--- config.mk ---
export PLATFORM = sky130hd
export DESIGN_NAME = rgb_cmp_pwm_flat
export DESIGN_NICKNAME = d
export VERILOG_FILES = /design/src/rtl/rgb_cmp_pwm_pkg.sv /design/src/rtl/rgb_cmp_pwm_if.sv /design/src/rtl/rgb_pwm_gen.sv /design/src/rtl/rgb_cmp_pwm.sv /design/src/flat_wrapper.sv
export SDC_FILE = /design/constraint.sdc
export NUM_CORES = 1
export LEC_CHECK = 0
export BUFFER_PORTS_ARGS = -buffer_cell sky130_fd_sc_hd__buf_4
export CAP_MARGIN = 0
export CORE_ASPECT_RATIO = 2
export CORE_UTILIZATION = 37
export CTS_CLUSTER_DIAMETER = 60
export CTS_CLUSTER_SIZE = 14
export DETAILED_ROUTE_END_ITERATION = 7
export PLACE_DENSITY_LB_ADDON = 0.25
export SYNTH_ARGS = -nofsm -noshare
export SYNTH_HDL_FRONTEND = slang
export SYNTH_SLANG_ARGS = --single-unit
--- constraint.sdc ---
create_clock -name clk -period 2.22 [get_ports clk]
set_clock_uncertainty 0.1 [all_clocks]
set_input_delay 0.444 -clock clk [delete_from_list [all_inputs] [get_ports clk]]
set_output_delay 0.444 -clock clk [all_outputs]
set_load 0.05 [all_outputs]
--- src/rtl/rgb_cmp_pwm_pkg.sv ---
// Shared types for the compare-to-RGB block: comparison codes, FSM states
// and the encoder that turns unsigned compare flags into a result code.
package rgb_pkg;

  typedef enum logic [1:0] {
    CMP_NONE = 2'b00,
    CMP_LT   = 2'b01,
    CMP_EQ   = 2'b10,
    CMP_GT   = 2'b11
  } cmp_e;

  typedef enum logic [1:0] {
    S_IDLE   = 2'b00,
    S_SETTLE = 2'b01,
    S_SHOW   = 2'b10
  } state_e;

  // lt has priority; with neither flag set the operands must be A>B
  function automatic cmp_e cmp_encode(input logic lt, input logic eq);
    cmp_e res;
    if (lt) begin
      res = CMP_LT;
    end else if (eq) begin
      res = CMP_EQ;
    end else begin
      res = CMP_GT;
    end
    return res;
  endfunction

endpackage

--- src/rtl/rgb_cmp_pwm_if.sv ---
// Operand handshake, brightness request and LED/result outputs of rgb_cmp_pwm.
// master = switch/debounce side, slave = the compare block.
interface rgb_cmp_pwm_if #(
  parameter int WIDTH    = 4,
  parameter int PWM_BITS = 8
);
  logic [WIDTH-1:0]    a;
  logic [WIDTH-1:0]    b;
  logic                in_valid;
  logic                in_ready;
  logic [PWM_BITS-1:0] duty;
  logic [1:0]          result;
  logic                r;
  logic                g;
  logic                bl;

  modport master (
    output a, b, in_valid, duty,
    input  in_ready, result, r, g, bl
  );

  modport slave (
    input  a, b, in_valid, duty,
    output in_ready, result, r, g, bl
  );
endinterface

--- src/rtl/rgb_pwm_gen.sv ---
// Free-running PWM counter with a brightness register that only reloads at the
// period wrap, so a duty change never cuts a period short.
module rgb_pwm_gen #(
  parameter int PWM_BITS = 8
) (
  input  logic                clk,
  input  logic                reset,
  input  logic [PWM_BITS-1:0] duty,
  output logic                pwm_on
);

  logic [PWM_BITS-1:0] cnt_r;
  logic [PWM_BITS-1:0] duty_q_r;
  logic                wrap_s;

  assign wrap_s = (cnt_r == {PWM_BITS{1'b1}});

  // period counter and wrap-aligned duty capture
  always_ff @(posedge clk or posedge reset) begin
    if (reset) begin
      cnt_r    <= {PWM_BITS{1'b0}};
      duty_q_r <= {PWM_BITS{1'b0}};
    end else begin
      cnt_r <= cnt_r + PWM_BITS'(1);
      if (wrap_s) begin
        duty_q_r <= duty;
      end
    end
  end

  assign pwm_on = (cnt_r < duty_q_r);

endmodule

--- src/rtl/rgb_cmp_pwm.sv ---
// Unsigned A/B comparator behind a valid/ready handshake, showing the held result
// as one PWM-dimmed RGB channel. Define RGB_CMP_BLINK_EN to make the EQ colour blink.
module rgb_cmp_pwm
  import rgb_pkg::*;
#(
  parameter int WIDTH     = 4,
  parameter int PWM_BITS  = 8,
  parameter int BLINK_DIV = 24
) (
  input logic          clk,
  input logic          reset,
  rgb_cmp_pwm_if.slave bus
);

  if (WIDTH < 1 || PWM_BITS < 1 || BLINK_DIV < 1) begin : g_bad_param
    $error("rgb_cmp_pwm: WIDTH, PWM_BITS and BLINK_DIV must all be >= 1");
  end

  state_e           state_r;
  state_e           state_next_s;
  logic             in_ready_r;
  logic [WIDTH-1:0] a_r;
  logic [WIDTH-1:0] b_r;
  cmp_e             cmp_r;
  cmp_e             result_r;
  logic             pend_r;
  logic             capture_s;
  logic             pwm_on_s;
  logic             blink_s;
  logic             r_r;
  logic             g_r;
  logic             bl_r;

  assign capture_s = bus.in_valid & in_ready_r;

  // next-state: SETTLE always lasts one cycle, SHOW is only left by a new capture
  always_comb begin
    state_next_s = state_r;
    case (state_r)
      S_IDLE: begin
        if (capture_s) begin
          state_next_s = S_SETTLE;
        end else begin
          state_next_s = S_IDLE;
        end
      end
      S_SETTLE: begin
        state_next_s = S_SHOW;
      end
      S_SHOW: begin
        if (capture_s) begin
          state_next_s = S_SETTLE;
        end else begin
          state_next_s = S_SHOW;
        end
      end
      default: begin
        state_next_s = S_IDLE;
      end
    endcase
  end

  // state register; ready is registered from the next state so it drops exactly for SETTLE
  always_ff @(posedge clk or posedge reset) begin
    if (reset) begin
      state_r    <= S_IDLE;
      in_ready_r <= 1'b1;
    end else begin
      state_r    <= state_next_s;
      in_ready_r <= (state_next_s != S_SETTLE);
    end
  end

  // operand capture on handshake only
  always_ff @(posedge clk or posedge reset) begin
    if (reset) begin
      a_r <= {WIDTH{1'b0}};
      b_r <= {WIDTH{1'b0}};
    end else if (capture_s) begin
      a_r <= bus.a;
      b_r <= bus.b;
    end
  end

  // compare in SETTLE, publish one edge later: handshake edge t -> result on edge t+2
  always_ff @(posedge clk or posedge reset) begin
    if (reset) begin
      cmp_r    <= CMP_NONE;
      pend_r   <= 1'b0;
      result_r <= CMP_NONE;
    end else begin
      pend_r <= (state_r == S_SETTLE);
      if (state_r == S_SETTLE) begin
        cmp_r <= cmp_encode(a_r < b_r, a_r == b_r);
      end
      if (pend_r) begin
        result_r <= cmp_r;
      end
    end
  end

  rgb_pwm_gen #(
    .PWM_BITS (PWM_BITS)
  ) u_pwm (
    .clk    (clk),
    .reset  (reset),
    .duty   (bus.duty),
    .pwm_on (pwm_on_s)
  );

`ifdef RGB_CMP_BLINK_EN
  logic [BLINK_DIV-1:0] blink_cnt_r;

  // blink phase counter; MSB low for the first half period after reset
  always_ff @(posedge clk or posedge reset) begin
    if (reset) begin
      blink_cnt_r <= {BLINK_DIV{1'b0}};
    end else begin
      blink_cnt_r <= blink_cnt_r + BLINK_DIV'(1);
    end
  end

  assign blink_s = blink_cnt_r[BLINK_DIV-1];
`else
  assign blink_s = 1'b1;
`endif

  // registered LED drives: at most one channel can be lit for a given result
  always_ff @(posedge clk or posedge reset) begin
    if (reset) begin
      r_r  <= 1'b0;
      g_r  <= 1'b0;
      bl_r <= 1'b0;
    end else begin
      r_r  <= pwm_on_s & (result_r == CMP_LT);
      g_r  <= pwm_on_s & (result_r == CMP_EQ) & blink_s;
      bl_r <= pwm_on_s & (result_r == CMP_GT);
    end
  end

  assign bus.in_ready = in_ready_r;
  assign bus.result   = result_r;
  assign bus.r        = r_r;
  assign bus.g        = g_r;
  assign bus.bl       = bl_r;

endmodule

--- src/flat_wrapper.sv ---
// flat-port wrapper written by rule: the top's interface ports become plain ports
module rgb_cmp_pwm_flat import rgb_pkg::*;
#(
  parameter int WIDTH     = 4,
  parameter int PWM_BITS  = 8,
  parameter int BLINK_DIV = 24
)
  (clk, reset, bus_a, bus_b, bus_in_valid, bus_duty, bus_in_ready, bus_result, bus_r, bus_g, bus_bl);
  rgb_cmp_pwm_if #(.WIDTH(WIDTH), .PWM_BITS(PWM_BITS)) bus_i ();
  input logic clk;
  input logic reset;
  input wire logic [$bits(bus_i.a)-1:0] bus_a;
  input wire logic [$bits(bus_i.b)-1:0] bus_b;
  input wire logic [$bits(bus_i.in_valid)-1:0] bus_in_valid;
  input wire logic [$bits(bus_i.duty)-1:0] bus_duty;
  output wire logic [$bits(bus_i.in_ready)-1:0] bus_in_ready;
  output wire logic [$bits(bus_i.result)-1:0] bus_result;
  output wire logic [$bits(bus_i.r)-1:0] bus_r;
  output wire logic [$bits(bus_i.g)-1:0] bus_g;
  output wire logic [$bits(bus_i.bl)-1:0] bus_bl;
  assign bus_i.a = bus_a;
  assign bus_i.b = bus_b;
  assign bus_i.in_valid = bus_in_valid;
  assign bus_i.duty = bus_duty;
  assign bus_in_ready = bus_i.in_ready;
  assign bus_result = bus_i.result;
  assign bus_r = bus_i.r;
  assign bus_g = bus_i.g;
  assign bus_bl = bus_i.bl;
  rgb_cmp_pwm #(.WIDTH(WIDTH), .PWM_BITS(PWM_BITS), .BLINK_DIV(BLINK_DIV)) u_core (.clk(clk), .reset(reset), .bus(bus_i));
endmodule
Word level (Yosys, flattened, before mapping)
Index checks and enable logic that the tools add are counted.
- bits in registers: 35
- input bits: 19
- word-level logic and storage cells: 33
- add/subtract/negate cells: 1
- magnitude comparators: 2
- eq/ne operators: 8
- muxes and demuxes: 5
- bitwise operators: 4
- reductions and logical operators: 1
- operator list (kind ; number):
    $add 8x1->8 const B ; 1
    $eq 8x8->1 const B ; 1
    $lt 8x8->1 ; 1
    $eq 2x2->1 const B ; 3
    $pmux 2 s3 ; 1
    $and 1x1->1 ; 4
    $eq 2x1->1 const B ; 2
    $eq 4x4->1 ; 1
    $lt 4x4->1 ; 1
    $mux 2 ; 2
    $logic_not 2->1 ; 1
    $mux 1 ; 2
    $ne 2x1->1 const B ; 1

Depth between registers and ports, before layout
Gate-level depths: netlist of run 1.
- word-level depth: 4
- gate-level depth with buffers: 5

Cells and area by module
From an unflattened synthesis of run 1, not the netlist that was laid out.
- cell total of the unflattened synthesis: 127
- area, all modules: 1651.6 um^2
- modules (own cells, without submodules) (module ; instances ; cells an instance ; area an instance (um^2) ; seq. area each (um^2)):
    rgb_pwm_gen ; 1 ; 69 ; 852.1 ; 400.4
    rgb_cmp_pwm ; 1 ; 58 ; 799.5 ; 476.7

Least setup slack after synthesis of run 1
No wires, ideal clock.
- path type: reg-to-reg
- start point: register u_core.u_pwm.cnt_r[0]
- end point: register u_core.u_pwm.duty_q_r[0]
- data arrival time: 1.407 ns
- setup slack: 0.588 ns
- stages on the path, launching flop included: 5
- clock period less this slack: 1.632 ns
- path through: dfrtp_1 -> ha_1 -> nand3_2 -> nor3_4 -> mux2_2
- longest elaborated chain between the ends: 1
- ends and longest elaborated chain (element ; RTL line ; RTL):
    start, declared ; rgb_pwm_gen.sv:12 ; logic [PWM_BITS-1:0] cnt_r;
    start signal, assigned ; rgb_pwm_gen.sv:21 ; cnt_r <= {PWM_BITS{1'b0}};
    start signal, assigned ; rgb_pwm_gen.sv:24 ; cnt_r <= cnt_r + PWM_BITS'(1);
    $eq 8x8->1 ; rgb_pwm_gen.sv:16 ; assign wrap_s = (cnt_r == {PWM_BITS{1'b1}});
    end signal, assigned ; rgb_pwm_gen.sv:22 ; duty_q_r <= {PWM_BITS{1'b0}};
    end signal, assigned ; rgb_pwm_gen.sv:26 ; duty_q_r <= duty;
    end, declared ; rgb_pwm_gen.sv:13 ; logic [PWM_BITS-1:0] duty_q_r;
Every way passes these cells.
A chain may end at the register's enable or synchronous reset.

Worst setup path after layout of run 1
- start point: register u_core.u_pwm.cnt_r[0]
- end point: register u_core.u_pwm.duty_q_r[5]
Same word-level chain as after synthesis.

==> results of run 1 <==
registers in the layout, summed over array words and instances, names as in the netlist, 2 cells and up:
signal                 flops
u_core.cmp_r               2
u_core.a_r                 4
u_core.bus.result          2
u_core.u_pwm.cnt_r         8
u_core.state_r             2
u_core.u_pwm.duty_q_r      8
u_core.b_r                 4
layout make-up:
cell class,count,area [µm²],area share
Sequential cell,35,877,0.453
Multi-Input combinational cell,73,634,0.328
Timing Repair Buffer,25,188,0.0970
Tap cell,52,65.1,0.0336
Clock buffer,8,100,0.0517
Inverter,19,71.3,0.0368
kinds of logic (layout without fill, tap and decap cells):
family / Yosys count / after routing / share of synthesized area
muxes: 16 / 16 / 0.114
adders and majority gates: 12 / 12 / 0.0949
DFF: 35 / 35 / 0.554
and+or+nand+nor: 24 / 24 / 0.0925
buffers and inverters: 19 / 52 / 0.0451
xor gates and xnor gates: 6 / 6 / 0.0332
AOI/OAI and AO/OA: 15 / 15 / 0.0664
per-stage QoR:
stage               hold WS (ns)  worst slack, ns  instance area (µm²)  instances
floorplan                  0.350            0.588                 1580        127
global placement           0.370            0.406                 1840        204
detailed placement         0.381            0.372                 1840        204
CTS                        0.160            0.346                 1940        212
global route               0.192            0.230                 1940        212
finish                     0.150            0.380                 1940        212
path summary, 6_finish.rpt:
check | from | to | cells past startpoint
worst min register to register | u_core.bus.result[0] | u_core.bus.g | 1
worst max register to register | u_core.u_pwm.cnt_r[0] | u_core.u_pwm.duty_q_r[5] | 4
min in group clk | bus_duty[2] | u_core.u_pwm.duty_q_r[2] | 2
worst max-delay path | u_core.u_pwm.cnt_r[0] | u_core.u_pwm.duty_q_r[5] | 4
max in group asynchronous | reset | u_core.bus.in_ready | 3
worst min-delay path | reset | u_core.b_r[3] | 3
worst max-delay path, cell delays in order (launching register included):
cell and delay, ns:
dfrtp_1 0.41, ha_1 0.22, nand3_2 0.14, nor3_4 0.47
mux2_2 0.39
cells in the mapped netlist, types with 2 or more instances:
cell,number
nor3_1,2
a2111oi_1,3
mux2_1,3
inv_1,19
nand2_1,8
o21ai_0,5
xnor2_1,4
a21oi_1,2
ha_1,12
a31oi_1,2
dfrtp_1,34
xor2_1,2
nand4_1,2
nand3_1,2
mux2_2,13
nor2_1,2
power by group through the flow:
stage                     sequential, mW  clock, mW  combinational (mW)
final                              0.751      0.498               0.285
after global routing               0.762      0.534               0.320
after CTS                          0.753      0.512               0.290
after detailed placement           0.765          0               0.289
after global placement             0.761          0               0.282
after floorplan                    0.824          0               0.126
metal layers:
layer  wire length (µm)  share of wire  vias to the layer above  GRT usage
met4                105          0.039                        0     0.0764
li1                   -              -                      499          -
met1                946           0.35                      510      0.143
met3                123          0.045                       12     0.0612
met5                  0              0                        -          0
met2               1550           0.57                       30      0.257
==> summary.md, run 1 <==
| Metric | Value |
|---|---|
| Clk pwr share | `0.325` |
| # hold bufs at CTS | `0` |
| Final min period | `between 1.5 and 2 ns` |
| Cell Rows | `33` |
| VDD IR max | `491 µV` |
| Flop-to-flop setup slack | `between 0.3 and 0.4 ns` |
| Residual DRC count | `0` |
| Setup CP Type | `flip-flop to flip-flop` |
| Total global-route track usage | `0.151` |
| Switching power of the nets | `~430 µW` |
| Tcrit/Tclk final | `0.829` |
| Cells after synthesis | `approximately 130` |
| Routed Antenna Nets | `0` |
| Wire per inst | `between 10 and 15 µm` |
| Post-synth top area cell | `dfrtp_1` |
| Die Y | `around 94 µm` |
| Synth top area share | `0.538` |
| Root buf cell | `clkbuf_8` |
| Post-synth EDFFs | `0` |
| Asr flop ratio synth | `1.00` |
| Post-CTS setup buffers | `0` |
| P per Cell Area | `793 mW/mm²` |
| Vias in the first global route | `1133` |
| Power Total | `~1.5 mW` |
| Data required time of the critical path | `2.29 ns` |
| Final hold violations | `0` |
| Max Freq | `between 0.5 and 0.6 GHz` |
| CTS clock-pin slew for the worst setup and hold paths | `0.07 ns` |
| Logic gate share of total power | `0.186` |
| TritonRoute pass-1 iters | `3` |
| RD Place Congestion | `about 0.77` |
| Switching share of power | `0.279` |
| Core Region | `around 0.004 mm²` |
| Die Footprint | `0.00456 mm²` |
| Synthesized Nets | `roughly 160` |
| Synth-to-Final Area Change | `22.3%` |
| Starting Density | `0.387` |
| Post-Synthesis Cell Area | `0.00158 mm²` |
| Slew margin rel. | `0.685` |
| Via-to-Cell Ratio | `about 5.0` |
| Primary FF master, synth | `dfrtp_1` |
| Initial antenna violation count | `0` |
| I/O Buffers | `24` |
| I/O pin cnt | `25` |
| Outcome | `finished, final reports clean` |
| RSZ-0062 raised after global routing | `false` |
| CTS tree | `yes` |
| Top post-synthesis cells by area | `dfrtp_1 (54%), ha_1 (9.5%), mux2_2 (9.2%), inv_1 (4.5%), xnor2_1 (2.2%)` |
| Cts bufs inserted | `5` |
| Final setup viols | `0` |
| Fillcell total | `~380` |
| Worst Tran Pin Value | `0.471 ns` |
| Most common cell after layout, fill and taps aside | `dfrtp_1` |
| Largest net degree at the start of global routing | `36` |
| First-pass GRT wire length | `about 4700 µm` |
| Final Util | `0.474` |
| Critical Path Fanout Max | `8` |
| Via count | `approximately 1.1k` |
| Total gr overflow | `0` |
| Reg power frac | `0.490` |
| Max cap viols | `0` |
| Synth unique cells | `28` |
| Layout cells sized above 1 | `0.319` |
| Die Wd | `between 40 and 50 µm` |
| Yosys warns | `0` |
| Most frequent cells in the layout | `dfrtp_1 (34), buf_4 (25), inv_1 (19)` |
| H-tree levels | `2` |
| Leakage | `roughly 0.95 nW` |
| Final net count | `190` |
| #FFs+latches synth | `35` |
| Initial DRC count | `15` |
| Worst Hold Class | `input port to async pin` |
| Sequential area share after synthesis | `0.554` |
| CP arrival | `roughly 1.9 ns` |
| Longest Clk Path Bufs | `2` |
| Total negative setup slack | `0 ns` |
| Int Pwr | `about 1.1 mW` |
| Post-CTS resize count | `0` |
| Clock latency on the worst-skew pair | `0.28 ns` |
| Dpl hpwl | `around 2200 µm` |
| Slew Limit Fails | `0` |
| Total Wirelength | `between 2000 and 3000 µm` |
| Critical path launch point type | `flip-flop` |
| Avg Cell Area, Syn | `about 12 µm²` |
| CTS Sinks | `35` |
| # diodes | `0` |
| CP endpoint kind | `flip-flop` |
No activity file was read; power rests on OpenSTA's default activity.
==> inputs of run 2 (changes only) <==
Settings changed: ABC_AREA set to 1.
Clock period 2.22 ns to 1.75 ns, I/O delays scaled along.
==> run 2 against run 1 <==
Net effect: largest cell class unchanged; critical endpoint is now u_core.u_pwm.duty_q_r[4]; critical path type unchanged; final area grew 3.9%; register-to-register slack lost 0.15 ns; area after synthesis grew 4.3%; die area grew 4.1%; power grew 32%; core utilization shrank 0.56 points; sequential power grew 30%; via count grew 15%; first-iteration DRC count grew 53%; critical path depth grew 3; maximum frequency grew 21%; non-clock buffer count grew 3.
==> summary.md, run 2 <==
| Metric | Value |
|---|---|
| Outcome | `finished, final reports clean` |
| H-tree levels | `2 (unchanged)` |
| Routed Antenna Nets | `0 (unchanged)` |
| Crit path to | `u_core.u_pwm.duty_q_r[4]` |
| Slew margin rel. | `0.708 (+0.0227)` |
| Synth unique cells | `20 (-29%)` |
| Total global-route track usage | `0.147 (-0.00340)` |
| Die Footprint | `0.00475 mm² (+4.1%)` |
| Via-to-Cell Ratio | `4.53 (-8.6%)` |
| Final net count | `242 (+27%)` |
| Reg2Reg Depth | `7 (+3)` |
| Crit-path leading delay family | `simple AND/OR/NAND/NOR gates` |
| Total Wirelength | `2810 µm (+3.2%)` |
| Initial DRC count | `23 (+8)` |
| Max cap viols | `0 (unchanged)` |
| Total gr overflow | `0 (unchanged)` |
| Max incr delay on CP | `0.38 ns (-0.09 ns)` |
| Final hold violations | `0 (unchanged)` |
| Cells after synthesis | `178 (+40%)` |
| Fin Hold WS | `0.0639 ns (-0.0865 ns)` |
| Slew Limit Fails | `0 (unchanged)` |
| Leakage | `1.14 nW (+20%)` |
| Initial antenna violation count | `0 (unchanged)` |
| Synth top area share | `0.516 (-0.0220)` |
| RD Place Congestion | `0.753 (-2.5%)` |
| R2r startpoint | `u_core.u_pwm.cnt_r[0]` |
| Die Wd | `49.2 µm (+2.0%)` |
| Critical path launch point type | `flip-flop` |
| Dpl hpwl | `2150 µm (-0.33%)` |
| # hold bufs at CTS | `0 (unchanged)` |
| Vias in the first global route | `1261 (+11%)` |
| Post-Synthesis Cell Area | `0.00165 mm² (+4.3%)` |
| I/O Buffers | `24 (unchanged)` |
| Flop-to-flop setup slack | `0.23 ns (-0.15 ns)` |
| Cell Rows | `34 (+3.0%)` |
| Largest regs | `u_core.u_pwm.cnt_r (8), u_core.u_pwm.duty_q_r (8)` |
| Final min period | `1.52 ns (-0.318 ns)` |
| Worst Hold Class | `input port to async pin` |
| Yosys warns | `0 (unchanged)` |
| Post-synth EDFFs | `0 (unchanged)` |
| Asr flop ratio synth | `1.00 (unchanged)` |
| Critical path depth in cells | `7 (+3)` |
| CP arrival | `1.60 ns (-0.31 ns)` |
| VDD IR max | `682 µV (+39%)` |
| Post-synth top cells | `nand2_1 (51), dfrtp_1 (34), inv_1 (32), ha_1 (12), nor2_1 (10)` |
| Synth-to-Final Area Change | `21.8%` |
| Layout cells sized above 1 | `0.241 (-0.0782)` |
| CTS clock-pin slew for the worst setup and hold paths | `0.07 ns (about the same)` |
| Slowest stage cell, crit path | `dfrtp_1` |
| Worst Tran Pin Value | `0.438 ns (-0.0326 ns)` |
| Largest net degree at the start of global routing | `36 (unchanged)` |
| Max Freq | `0.657 GHz (+21%)` |
| Most frequent cells in the layout | `nand2_1 (51), dfrtp_1 (34), inv_1 (32)` |
| CP Cell Sequence | `ha_1 > nand2_2 > nor3_4 > nand4_4 > buf_12 > nand2_1 > o21ai_2` |
| Most common cell after layout, fill and taps aside | `nand2_1` |
| P per Cell Area | `1010 mW/mm² (+27%)` |
| Sequential area share after synthesis | `0.531 (-0.0227)` |
| Critical Path Source | `u_core.u_pwm.cnt_r[0]` |
| Setup CP Type | `flip-flop to flip-flop` |
| Data required time of the critical path | `1.83 ns (-0.46 ns)` |
| Synthesized Nets | `209 (+32%)` |
| Core Region | `0.00430 mm² (+5.1%)` |
| #FFs+latches synth | `35 (unchanged)` |
| RSZ-0062 raised after global routing | `false` |
| Post-synth top area cell | `dfrtp_1` |
| I/O pin cnt | `25 (unchanged)` |
| Clock latency on the worst-skew pair | `0.28 ns (about the same)` |
| Via count | `1205 (+15%)` |
| Root buf cell | `clkbuf_8` |
| CTS tree | `yes` |
| # diodes | `0 (unchanged)` |
| Bufs and invs on worst path | `1 (+1)` |
| Reg2reg end | `u_core.u_pwm.duty_q_r[4]` |
| Top post-synthesis cells by area | `dfrtp_1 (52%), nand2_1 (12%), ha_1 (9.1%), inv_1 (7.3%), o21ai_2 (4.2%)` |
| Most common cell in the netlist | `nand2_1` |
| Primary FF master, synth | `dfrtp_1` |
| TritonRoute pass-1 iters | `3 (unchanged)` |
| Total negative setup slack | `0 ns (unchanged)` |
| Critical Path Fanout Max | `16 (+8)` |
| Die Y | `96.5 µm (+2.1%)` |
| Final setup viols | `0 (unchanged)` |
| Avg Cell Area, Syn | `9.27 µm² (-26%)` |
| Wire per inst | `10.6 µm (-18%)` |
| Post-CTS resize count | `0 (unchanged)` |
| Fillcell total | `423 (+10%)` |
| Starting Density | `0.384 (-0.00311)` |
| Longest Clk Path Bufs | `2 (unchanged)` |
| CTS Sinks | `35 (unchanged)` |
| CP endpoint kind | `flip-flop` |
| Cts bufs inserted | `5 (unchanged)` |
| First-pass GRT wire length | `5060 µm (+7.5%)` |
| Residual DRC count | `0 (unchanged)` |
| Tcrit/Tclk final | `0.870 (+0.0408)` |
## run 2: changes by cell type in the layout (fill, tap and decap cells not counted), sizes merged, moves of 3 or more
cell and delta:
nor2 +8, a2111oi -3, inv +15, o21ai +11, buf +3, nand2 +46
mux2 -16
## run 2: what timing repair did
| action | in CTS | in global routing |
|---|---|---|
| endpoints found under the setup margin | 0 | 3 |
| buffers inserted | 0 | 1 |
| endpoints found under the hold margin | 0 | 0 |
## run 2: metrics by stage
step           instance area (µm²)  power [mW]  std cells  utilization  worst slack (ns)
3_5_place_dp                  1910        1.49        257        0.444             0.131
6_report                      2010        2.03        266        0.468             0.228
3_3_place_gp                  1910        1.49        257        0.444             0.191
4_1_cts                       1990        2.06        265        0.463             0.111
2_1_floorplan                 1650        1.32        178            -             0.219
5_1_grt                       2010        2.15        266        0.468             0.108
## run 2: area by class of cell
type                    instances  area, µm²  area share
repair buffers                 28        223       0.111
well taps                      54       67.6      0.0336
inverters                      34        128      0.0635
multi-input cells             107        631       0.314
clock inverters                 2       12.5     0.00622
clock buffers                   6       72.6      0.0361
flip-flops and latches         35        877       0.436
## run 2: worst min path at each step
stage                      startpoint                end  slack [ns]  cells after the start
finish                          reset       u_core.bus.g        0.06                      3
global route                    reset    u_core.cmp_r[0]         0.1                      3
CTS                             reset    u_core.cmp_r[0]        0.08                      3
detailed placement  u_core.state_r[0]  u_core.state_r[0]        0.33                      1
global placement    u_core.state_r[0]  u_core.state_r[0]        0.33                      1
floorplan           u_core.state_r[0]  u_core.state_r[0]        0.31                      1
## run 2: logic make-up (layout without fill, tap and decap cells)
| group | Yosys count | in the layout | share of synthesized area |
|---|---|---|---|
| xor gates and xnor gates | 5 | 5 | 0.0265 |
| and+or+nand+nor | 70 | 70 | 0.186 |
| buffers and inverters | 36 | 70 | 0.0864 |
| adders and majority gates | 12 | 12 | 0.0910 |
| AOI/OAI and AO/OA | 20 | 20 | 0.0789 |
| DFF | 35 | 35 | 0.531 |
## run 2: power breakdown
group / leakage [nW] / switching (mW) / total, mW / internal (mW)
combinational: 0.699 / 0.329 / 0.493 / 0.164
sequential: 0.403 / 0.0552 / 0.974 / 0.919
clock: 0.0412 / 0.284 / 0.562 / 0.278
total: 1.14 / 0.669 / 2.03 / 1.36
## run 2: metal layers
layer | global-route usage | wire [µm]
met5 | 0 | 0
met4 | 0.0931 | 92
met3 | 0.0360 | 77
met2 | 0.301 | 1700
met1 | 0.117 | 945
## run 2: tightest hold or removal path, delay by kind of cell
kind	cells	cell delay (ns)
buf+inv	3	0.53
==> inputs of run 3 (changes only) <==
Settings changed: CORE_UTILIZATION 37 to 55.
==> run 3 against run 2 <==
Net effect: hold slack better by 0.0043 ns; via count down 2.2%; routed wire length is 9.9% higher; global-route usage up 10 points; cell count fell by 10%; clock power is 33% higher; core utilization increased by 24 points; non-clock buffer count is 2 lower; setup slack got worse by 0.093 ns; critical path type unchanged.
==> summary.md, run 3 (synthesized netlist as in run 2, its figures left out) <==
| Metric | Value |
|---|---|
| Critical Path Fanout Max | `16 (unchanged)` |
| Starting Density | `0.589 (+0.204)` |
| Multi-input gate area | `631 µm² (unchanged)` |
| Total negative setup slack | `0 ns (unchanged)` |
| CTS clock-pin slew for the worst setup and hold paths | `0.07 ns (about the same)` |
| Logic gate share of total power | `0.228 (-0.015)` |
| Reg2Reg Depth | `6 (-1)` |
| Routed Antenna Nets | `0 (unchanged)` |
| Tcrit/Tclk final | `0.923 (+0.0530)` |
| Largest net degree at the start of global routing | `36 (unchanged)` |
| Final net count | `240 (-0.83%)` |
| Final setup viols | `0 (unchanged)` |
| # diodes | `0 (unchanged)` |
| CP endpoint kind | `flip-flop` |
| Core Region | `0.00280 mm² (-35%)` |
| Root buf cell | `clkbuf_8` |
| P per Cell Area | `1130 mW/mm² (+12%)` |
| Critical path launch point type | `flip-flop` |
| Switching share of power | `0.309 (-0.0210)` |
| Clock latency on the worst-skew pair | `0.29 ns (about the same)` |
| Largest regs | `u_core.u_pwm.cnt_r (8), u_core.u_pwm.duty_q_r (8)` |
| Die Footprint | `0.00324 mm² (-32%)` |
| Fin Hold WS | `0.0682 ns (+0.00429 ns)` |
| Reg2reg end | `u_core.u_pwm.duty_q_r[4]` |
| Max Freq | `0.619 GHz (-5.7%)` |
| RSZ-0062 raised after global routing | `false` |
| Leakage | `1.15 nW (+0.45%)` |
| Setup CP Type | `flip-flop to flip-flop` |
| # hold bufs at CTS | `0 (unchanged)` |
| CTS tree | `yes` |
| Longest Clk Path Bufs | `2 (unchanged)` |
| Clk pwr share | `0.334 (+0.057)` |
| Post-CTS setup buffers | `0 (unchanged)` |
| Vias in the first global route | `1310 (+3.9%)` |
| Max incr delay on CP | `0.38 ns (about the same)` |
| I/O Buffers | `24 (unchanged)` |
| Via count | `1178 (-2.2%)` |
| Most frequent cells in the layout | `nand2_1 (51), dfrtp_1 (34), inv_1 (32)` |
| Switching power of the nets | `691 µW (+3.3%)` |
| Initial antenna violation count | `0 (unchanged)` |
| Flop-to-flop setup slack | `0.14 ns (-0.09 ns)` |
| CTS Sinks | `35 (unchanged)` |
| Final hold violations | `0 (unchanged)` |
| Via-to-Cell Ratio | `4.93 (+8.8%)` |
| Slew Limit Fails | `0 (unchanged)` |
| Most common cell after layout, fill and taps aside | `nand2_1` |
| Reg power frac | `0.438 (-0.042)` |
| TritonRoute pass-1 iters | `3 (unchanged)` |
| Slew margin rel. | `0.720 (+0.0124)` |
| Wire per inst | `12.9 µm (+22%)` |
| Cts bufs inserted | `5 (unchanged)` |
| Int Pwr | `1.55 mW (+14%)` |
| Residual DRC count | `0 (unchanged)` |
| R2r startpoint | `u_core.u_pwm.cnt_r[0]` |
| Synth-to-Final Area Change | `20.2%` |
| RD Place Congestion | `0.713 (-5.3%)` |
| Initial DRC count | `18 (-22%)` |
| First-pass GRT wire length | `5240 µm (+3.4%)` |
| Outcome | `finished, final reports clean` |
| Cell Rows | `27 (-21%)` |
| Slowest stage cell, crit path | `dfrtp_1` |
| Reg area | `877 µm² (unchanged)` |
| Final min period | `1.61 ns (+0.0928 ns)` |
| CP arrival | `1.70 ns (+0.10 ns)` |
| Data required time of the critical path | `1.83 ns (about the same)` |
| Die Y | `79.5 µm (-18%)` |
| Max cap viols | `0 (unchanged)` |
| Layout cells sized above 1 | `0.238 (-0.00247)` |
| Fillcell total | `212 (-50%)` |
| Total gr overflow | `0 (unchanged)` |
| CP Cell Sequence | `ha_1 > nand2_2 > nor3_4 > nand4_4 > nand2_1 > o21ai_2` |
| Total global-route track usage | `0.247 (+0.0996)` |
| Worst Hold Class | `input port to async pin` |
| VDD IR max | `865 µV (+27%)` |
| Worst Tran Pin Value | `0.419 ns (-0.0186 ns)` |
| Die Wd | `40.7 µm (-17%)` |
| Post-CTS resize count | `0 (unchanged)` |
| H-tree levels | `2 (unchanged)` |
| Dpl hpwl | `2250 µm (+4.4%)` |
| I/O pin cnt | `25 (unchanged)` |
| Total Wirelength | `3090 µm (+9.9%)` |
-- run 3: how the worst max path moves through the flow --
stage                                     start                       end  cells past startpoint
after CTS                 u_core.u_pwm.cnt_r[5]             u_core.bus.bl                      6
after floorplan             u_core.bus.in_ready             u_core.a_r[0]                      4
after detailed placement  u_core.u_pwm.cnt_r[5]             u_core.bus.bl                      6
after global routing      u_core.u_pwm.cnt_r[0]  u_core.u_pwm.duty_q_r[2]                      6
after global placement    u_core.u_pwm.cnt_r[1]  u_core.u_pwm.duty_q_r[6]                      6
final                     u_core.u_pwm.cnt_r[0]  u_core.u_pwm.duty_q_r[4]                      6
-- run 3: worst max-delay path, delay by kind of cell, from the launching register on --
kind	cells	cell delay [ns]
AO/OA/AOI/OAI	1	0.06
adder cells (fa/ha/maj)	1	0.21
flip-flops	1	0.38
AND/OR/NAND/NOR	4	0.74
-- run 3: cell type report --
cell class / count / area share
Clock buffer: 6 / 0.0416
Clock inverter: 2 / 0.0177
Inverter: 34 / 0.0643
Multi-Input combinational cell: 107 / 0.318
Sequential cell: 35 / 0.442
Tap cell: 29 / 0.0183
Timing Repair Buffer: 26 / 0.0984
-- run 3: stage by stage --
stage                util  area [µm²]  total power, mW  setup slack [ns]  std cells
detailed placement  0.666        1870             1.50             0.134        231
global route        0.708        1980             2.35            0.0326        239
CTS                 0.708        1980             2.27             0.120        239
global placement    0.666        1870             1.48             0.219        231
floorplan               -        1650             1.32             0.219        178
finish              0.708        1980             2.24             0.135        239
-- run 3: power by group through the flow --
stage | Clock (mW) | Sequential (mW) | Combinational, mW
6_report | 0.748 | 0.979 | 0.511
3_5_place_dp | 0 | 0.994 | 0.507
5_1_grt | 0.801 | 0.994 | 0.555
2_1_floorplan | 0 | 1.16 | 0.165
4_1_cts | 0.767 | 0.981 | 0.517
3_3_place_gp | 0 | 0.985 | 0.495
-- run 3: per-layer routing --
metal / vias up / GRT usage / part of all wire
met5: - / 0 / 0
met2: 20 / 0.446 / 0.59
met1: 550 / 0.210 / 0.34
li1: 600 / - / -
met4: 0 / 0.137 / 0.036
met3: 8 / 0.0724 / 0.026
